===== src/rtl/alu_seq_if.sv =====
// alu_seq_if: start/operand/result bundle between the control unit and alu_seq.
// The control unit uses the master side; the ALU uses the slave side.
interface alu_seq_if #(
    parameter int WIDTH = 8
);
    logic             start;
    logic             m;
    logic [3:0]       s;
    logic [WIDTH-1:0] a;
    logic [WIDTH-1:0] b;
    logic [WIDTH-1:0] t;
    logic [WIDTH-1:0] t_hi;
    logic             cf;
    logic             zf;
    logic             nf;
    logic             busy;
    logic             done;

    modport master (
        output start, m, s, a, b,
        input  t, t_hi, cf, zf, nf, busy, done
    );

    modport slave (
        input  start, m, s, a, b,
        output t, t_hi, cf, zf, nf, busy, done
    );
endinterface


===== src/rtl/alu_seq.sv =====
// alu_seq: registered WIDTH-bit ALU behind a start/done handshake.
// Keeps the legacy m/s opcode map, adds carry-chained add/sub, OR/XOR and
// single-bit shifts. Flags cf/zf/nf persist until the next flag-updating op.
// Optional feature macro ALU_MUL_EN: compiles in a multi-cycle unsigned
// shift-add multiplier (s=1000) producing a 2*WIDTH-bit product on t_hi:t.
// Without it, s=1000 is a plain pass of a, busy and t_hi are tied to 0.
module alu_seq #(
    parameter int WIDTH = 8
) (
    input  logic     clk,
    input  logic     rst_n,
    alu_seq_if.slave bus
);

    localparam logic [3:0] OP_ADC    = 4'b0001;
    localparam logic [3:0] OP_SBC    = 4'b0010;
    localparam logic [3:0] OP_XOR    = 4'b0011;
    localparam logic [3:0] OP_PASSB0 = 4'b0100;
    localparam logic [3:0] OP_NOTB   = 4'b0101;
    localparam logic [3:0] OP_SUB    = 4'b0110;
    localparam logic [3:0] OP_ADD    = 4'b1001;
    localparam logic [3:0] OP_PASSB1 = 4'b1010;
    localparam logic [3:0] OP_AND    = 4'b1011;
    localparam logic [3:0] OP_SHL    = 4'b1100;
    localparam logic [3:0] OP_SHR    = 4'b1101;
    localparam logic [3:0] OP_OR     = 4'b1110;

    // Architectural result and flag registers
    logic [WIDTH-1:0] r_t;
    logic             r_cf;
    logic             r_zf;
    logic             r_nf;
    logic             r_done;

    // Single-cycle result path
    logic             w_cin;
    logic             w_bin;
    logic [WIDTH:0]   w_add;
    logic [WIDTH:0]   w_sub;
    logic [WIDTH-1:0] w_res;
    logic             w_res_cf;
    logic             w_upd;

    // Carry/borrow-in comes from the flag as it stood before this edge.
    assign w_cin = (bus.s == OP_ADC) ? r_cf : 1'b0;
    assign w_bin = (bus.s == OP_SBC) ? r_cf : 1'b0;
    assign w_add = {1'b0, bus.a} + {1'b0, bus.b} + {{WIDTH{1'b0}}, w_cin};
    // Top bit of the WIDTH+1 difference is the borrow: b < a + borrow-in.
    assign w_sub = {1'b0, bus.b} - {1'b0, bus.a} - {{WIDTH{1'b0}}, w_bin};

    // Decode the single-cycle function; w_upd marks ops that write cf/zf/nf.
    always_comb begin
        w_res    = bus.a;
        w_res_cf = r_cf;
        w_upd    = 1'b0;
        if (bus.m) begin
            case (bus.s)
                OP_ADD, OP_ADC: begin
                    w_res    = w_add[WIDTH-1:0];
                    w_res_cf = w_add[WIDTH];
                    w_upd    = 1'b1;
                end
                OP_SUB, OP_SBC: begin
                    w_res    = w_sub[WIDTH-1:0];
                    w_res_cf = w_sub[WIDTH];
                    w_upd    = 1'b1;
                end
                OP_AND:             w_res = bus.a & bus.b;
                OP_OR:              w_res = bus.a | bus.b;
                OP_XOR:             w_res = bus.a ^ bus.b;
                OP_NOTB:            w_res = ~bus.b;
                OP_PASSB0, OP_PASSB1: w_res = bus.b;
                OP_SHL: begin
                    w_res    = {bus.b[WIDTH-2:0], 1'b0};
                    w_res_cf = bus.b[WIDTH-1];
                    w_upd    = 1'b1;
                end
                OP_SHR: begin
                    w_res    = {1'b0, bus.b[WIDTH-1:1]};
                    w_res_cf = bus.b[0];
                    w_upd    = 1'b1;
                end
                default:            w_res = bus.a;
            endcase
        end
    end

`ifdef ALU_MUL_EN
    localparam logic [3:0] OP_MUL = 4'b1000;
    localparam int         CNT_W  = $clog2(WIDTH);

    typedef enum logic {
        ST_IDLE,
        ST_MUL
    } state_t;

    state_t             r_state;
    logic               r_busy;
    logic [CNT_W-1:0]   r_cnt;
    logic [WIDTH-1:0]   r_t_hi;
    logic [WIDTH-1:0]   r_mcand;
    logic [WIDTH-1:0]   r_mplier;
    logic [2*WIDTH-1:0] r_acc;

    logic               w_is_mul;
    logic               w_accept;
    logic [2*WIDTH-1:0] w_pp;
    logic [2*WIDTH-1:0] w_prod;
    logic               w_last;

    assign w_is_mul = bus.m && (bus.s == OP_MUL);
    assign w_accept = bus.start && (r_state == ST_IDLE);
    // Partial product for multiplier bit r_cnt; r_mplier[0] holds that bit.
    assign w_pp     = r_mplier[0] ? ({{WIDTH{1'b0}}, r_mcand} << r_cnt) : '0;
    assign w_prod   = r_acc + w_pp;
    assign w_last   = (r_cnt == CNT_W'(WIDTH - 1));

    // Multiplier datapath: bit 0 is folded in on the accept edge, so only
    // WIDTH-1 further iterations are needed in ST_MUL.
    always_ff @(posedge clk) begin
        if (w_accept && w_is_mul) begin
            r_mcand  <= bus.a;
            r_mplier <= bus.b >> 1;
            r_acc    <= bus.b[0] ? {{WIDTH{1'b0}}, bus.a} : '0;
        end else if (r_state == ST_MUL) begin
            r_mplier <= r_mplier >> 1;
            r_acc    <= w_prod;
        end
    end

    // Control FSM with registered results, flags, busy and done.
    always_ff @(posedge clk or negedge rst_n) begin
        if (!rst_n) begin
            r_state <= ST_IDLE;
            r_busy  <= 1'b0;
            r_done  <= 1'b0;
            r_cnt   <= '0;
            r_t     <= '0;
            r_t_hi  <= '0;
            r_cf    <= 1'b0;
            r_zf    <= 1'b0;
            r_nf    <= 1'b0;
        end else begin
            r_done <= 1'b0;
            case (r_state)
                ST_IDLE: begin
                    if (bus.start) begin
                        if (w_is_mul) begin
                            r_state <= ST_MUL;
                            r_busy  <= 1'b1;
                            r_cnt   <= CNT_W'(1);
                        end else begin
                            r_done <= 1'b1;
                            r_t    <= w_res;
                            r_t_hi <= '0;
                            if (w_upd) begin
                                r_cf <= w_res_cf;
                                r_zf <= (w_res == '0);
                                r_nf <= w_res[WIDTH-1];
                            end
                        end
                    end
                end
                ST_MUL: begin
                    if (w_last) begin
                        r_state <= ST_IDLE;
                        r_busy  <= 1'b0;
                        r_done  <= 1'b1;
                        r_t     <= w_prod[WIDTH-1:0];
                        r_t_hi  <= w_prod[2*WIDTH-1:WIDTH];
                        r_cf    <= (w_prod[2*WIDTH-1:WIDTH] != '0);
                        r_zf    <= (w_prod == '0);
                        r_nf    <= w_prod[2*WIDTH-1];
                    end else begin
                        r_cnt <= r_cnt + CNT_W'(1);
                    end
                end
                default: begin
                    r_state <= ST_IDLE;
                    r_busy  <= 1'b0;
                end
            endcase
        end
    end

    assign bus.t_hi = r_t_hi;
    assign bus.busy = r_busy;
`else
    // Every op completes in one cycle: latch result and pulse done on start.
    always_ff @(posedge clk or negedge rst_n) begin
        if (!rst_n) begin
            r_done <= 1'b0;
            r_t    <= '0;
            r_cf   <= 1'b0;
            r_zf   <= 1'b0;
            r_nf   <= 1'b0;
        end else begin
            r_done <= bus.start;
            if (bus.start) begin
                r_t <= w_res;
                if (w_upd) begin
                    r_cf <= w_res_cf;
                    r_zf <= (w_res == '0);
                    r_nf <= w_res[WIDTH-1];
                end
            end
        end
    end

    assign bus.t_hi = '0;
    assign bus.busy = 1'b0;
`endif

    assign bus.t    = r_t;
    assign bus.cf   = r_cf;
    assign bus.zf   = r_zf;
    assign bus.nf   = r_nf;
    assign bus.done = r_done;

endmodule


===== src/flat_wrapper.sv =====
// flat-port wrapper written by rule: the top's interface ports become plain ports
module alu_seq_flat 
#(
    parameter int WIDTH = 8
)
  (clk, rst_n, bus_start, bus_m, bus_s, bus_a, bus_b, bus_t, bus_t_hi, bus_cf, bus_zf, bus_nf, bus_busy, bus_done);
  alu_seq_if #(.WIDTH(WIDTH)) bus_i ();
  input  logic clk;
  input  logic rst_n;
  input wire logic [$bits(bus_i.start)-1:0] bus_start;
  input wire logic [$bits(bus_i.m)-1:0] bus_m;
  input wire logic [$bits(bus_i.s)-1:0] bus_s;
  input wire logic [$bits(bus_i.a)-1:0] bus_a;
  input wire logic [$bits(bus_i.b)-1:0] bus_b;
  output wire logic [$bits(bus_i.t)-1:0] bus_t;
  output wire logic [$bits(bus_i.t_hi)-1:0] bus_t_hi;
  output wire logic [$bits(bus_i.cf)-1:0] bus_cf;
  output wire logic [$bits(bus_i.zf)-1:0] bus_zf;
  output wire logic [$bits(bus_i.nf)-1:0] bus_nf;
  output wire logic [$bits(bus_i.busy)-1:0] bus_busy;
  output wire logic [$bits(bus_i.done)-1:0] bus_done;
  assign bus_i.start = bus_start;
  assign bus_i.m = bus_m;
  assign bus_i.s = bus_s;
  assign bus_i.a = bus_a;
  assign bus_i.b = bus_b;
  assign bus_t = bus_i.t;
  assign bus_t_hi = bus_i.t_hi;
  assign bus_cf = bus_i.cf;
  assign bus_zf = bus_i.zf;
  assign bus_nf = bus_i.nf;
  assign bus_busy = bus_i.busy;
  assign bus_done = bus_i.done;
  alu_seq #(.WIDTH(WIDTH)) u_core (.clk(clk), .rst_n(rst_n), .bus(bus_i));
endmodule

===== config.mk =====
export PLATFORM = sky130hd
export DESIGN_NAME = alu_seq_flat
export DESIGN_NICKNAME = d
export VERILOG_FILES = /design/src/rtl/alu_seq_if.sv /design/src/rtl/alu_seq.sv /design/src/flat_wrapper.sv
export SDC_FILE = /design/constraint.sdc
export NUM_CORES = 1
export LEC_CHECK = 0
export CAP_MARGIN = 10
export CORE_MARGIN = 10
export CORE_UTILIZATION = 29
export DETAILED_ROUTE_END_ITERATION = 8
export DONT_BUFFER_PORTS = 1
export PLACE_DENSITY = 0.43
export SLEW_MARGIN = 40
export SYNTH_ARGS = -nofsm -noshare
export SYNTH_HDL_FRONTEND = slang
export SYNTH_SLANG_ARGS = --single-unit

===== constraint.sdc =====
create_clock -name clk -period 5.5 [get_ports clk]
set_input_delay 0.825 -clock clk [delete_from_list [all_inputs] [get_ports clk]]
set_output_delay 0.825 -clock clk [all_outputs]
set_load 0.01 [all_outputs]

==> results.sh <==
export IMPL_peakVddDrop_v=0.0000663
export IMPL_dr_wl_met2_mm=3.65
export IMPL_hpwl_mm=6.23
export IMPL_yosysSeqAreaShare_pct=12.6
export IMPL_final_setup_tns_ps=0
export IMPL_gp_congestion=0.846
export IMPL_netlist_area_leader_share_pct=15.7
export IMPL_cts_buffers=3
export IMPL_drive_gt1_share_pct=6.80
export IMPL_top_layer_used="met4"
export IMPL_core_area_um2=8130
export IMPL_cts_root_buffer="clkbuf_8"
export IMPL_seq_area_um2=300
export IMPL_htreeDepth=1
export IMPL_diodes=0
export IMPL_antenna_found_initial=0
export IMPL_grt_overflow_total=0
export IMPL_fin_crit_sh_pct=69.7
export IMPL_grt_max_degree=37
export IMPL_num_vias=2212
export IMPL_first_pass_iters=4
export IMPL_slew_violations=0
export IMPL_synth_avg_cell_area_um2=7.76
export IMPL_clock_sinks=12
export IMPL_rows=33
export IMPL_post_cts_setup_buffers=0
export IMPL_grt_pass1_vias=2232
export IMPL_hold_class="in -> async"
export IMPL_slew_limit_headroom_pct=48.7
export IMPL_critPathKind="in -> reg"
export IMPL_die_area_um2=12300
export IMPL_grt_usage_pct=12.4
export IMPL_endpoint_kind="register"
export IMPL_synth_distinct_cells=60
export IMPL_die_x_um=111
export IMPL_tightest_slew_ps=764
export IMPL_wire_per_inst_um=19.7
export IMPL_cp_start_kind="input pin"
export IMPL_synth_edf_count=0
export IMPL_die_height_um=111
export IMPL_ys_flop_type="dfrtp_1"
export IMPL_fill_cells=870
export IMPL_synthArstFlopShare_pct=100
export IMPL_cp_max_fo=33
export IMPL_fin_nets=353
export IMPL_ant_nets=0
export IMPL_synthCells=308
export IMPL_drc_errors=0
export IMPL_cellPowerDensity_nw_per_um2=165
export IMPL_multi_input_area_um2=1850
export IMPL_ys_ff_latch=12
export IMPL_crit_required_ps=5640
export IMPL_yosysWarnings=0
export IMPL_syn_area_um2=2390
export IMPL_max_freq_ghz=0.261
export IMPL_via_per_inst=5.54
export IMPL_drt_wl_total_mm=7.84
export IMPL_finalClockSkew_ps=3.68
export IMPL_drv_cap=0
export IMPL_clk_insertion_delay_late_ps=240
export IMPL_status="complete, no violations"
export IMPL_met3_length_um=609
export IMPL_drt_iter0_markers=185
export IMPL_grt_pass1_wl_mm=12.7
export IMPL_io_buffer_count=0
export IMPL_post_cts_resized=0
export IMPL_floorplan_initialDensity_pct=29.4
export IMPL_finish_utilization_pct=30.0
export IMPL_yosys_top_cells_area="ha_1 16%, dfrtp_1 13%, nor2_1 4.7%"
export IMPL_path_clk_slew_ps=50
export IMPL_cts_tree="yes"
export IMPL_ios=45
export IMPL_syn_to_final_growth_pct=2.25
export IMPL_m1WireLength_mm=3.37
export IMPL_cp_arrival_ps=3970
export IMPL_synth_common_cells="30 x ha_1, 30 x nor2_1, 28 x inv_1"
export IMPL_min_period_ps=3840
export IMPL_yosysTopAreaCell="ha_1"
export IMPL_cts_path_max_buffers=2
export IMPL_setup_viol=0
export IMPL_p_leak_nw=1.05
export IMPL_final_hold_violation_count=0
export IMPL_rsz0062_at_grt="no"
export IMPL_cts_hold_buf=0
## cell type report
type / count / area share [%]
multi-input combinational: 250 / 75.8
sequential: 12 / 12.3
inverter: 28 / 4.30
tap: 105 / 5.38
clock buffer: 4 / 2.25
## layout by cell type, fill, tap and decap left out, types with 3 or more instances in the layout
cell	instances
nor2_1	30
xor2_1	8
o21ai_0	18
fa_1	4
a32oi_1	5
a22oi_1	7
and3_1	5
nor2b_1	6
ha_1	30
mux2i_1	4
a21oi_1	17
mux2_2	9
nand2b_1	4
a21o_1	3
a31oi_1	6
nand3_1	4
o211ai_1	3
o22ai_1	4
o221ai_1	3
inv_1	28
conb_1	9
nand2_1	15
a22o_1	3
or3_1	3
nor3_1	8
xnor2_1	4
dfrtp_1	12
a211oi_1	3
clkbuf_8	4
## worst paths after layout
check	end	slack, ps	from	cells after the start
max	u_core.bus.zf	1660	bus_s[1]	11
min	u_core.bus.t[4]	280	rst_n	0
max reg2reg	u_core.bus.zf	2100	u_core.bus.cf	10
min reg2reg	u_core.bus.zf	580	u_core.bus.zf	2
max in group asynchronous	u_core.bus.t[6]	5150	rst_n	0
min in group clk	u_core.bus.zf	580	u_core.bus.zf	2
## cells by family (layout without fill, tap and decap cells)
kind of cell / after synthesis / count (layout) / share of synthesized area, %
XOR/XNOR: 12 / 12 / 4.40
AO/OA/AOI/OAI: 91 / 91 / 26.7
other: 1 / 9 / 0.157
AND/OR/NAND/NOR: 90 / 90 / 19.3
multiplexers: 14 / 14 / 6.55
buffers and inverters: 54 / 32 / 11.2
flip-flops: 12 / 12 / 12.6
adder cells (fa/ha/maj): 34 / 34 / 19.1
## critical path, stage by stage
cell      delay, ps
nor2b_1         340
nand3_1         150
fa_1            440
fa_1            420
o21ai_0         290
nand2b_1        110
xnor2_1         190
o211ai_1        140
o32a_1          360
or4_1           480
o41ai_2         210
## registers in the layout, summed over array words and instances (netlist names)
signal	flops
u_core.bus.done	1
u_core.bus.zf	1
u_core.bus.nf	1
u_core.bus.t	8
u_core.bus.cf	1
## per-layer routing
metal  track usage, %  vias to the layer above
li1                 -                     1067
met1             15.9                     1054
met2             19.8                       78
met3             2.76                       13
met4             4.25                        0
met5                0                        -
## power by group
part           internal, W  switching [W]  leakage (nW)
Sequential        0.000103      0.0000202         0.143
Combinational    0.0000815       0.000104         0.876
Clock            0.0000632      0.0000316        0.0288
## through the flow
step                      instances  instance area, µm²  worst slack [ps]  total power, W  hold slack [ps]
after floorplan                 316                2420              1500        0.000280              518
after global placement          395                2390              1460        0.000313              530
after detailed placement        395                2390              1380        0.000311              530
after CTS                       399                2440              1630        0.000407              274
after global routing            399                2440              1420        0.000435              268
final                           399                2440              1660        0.000403              277
(Power assumes the default switching activity.)
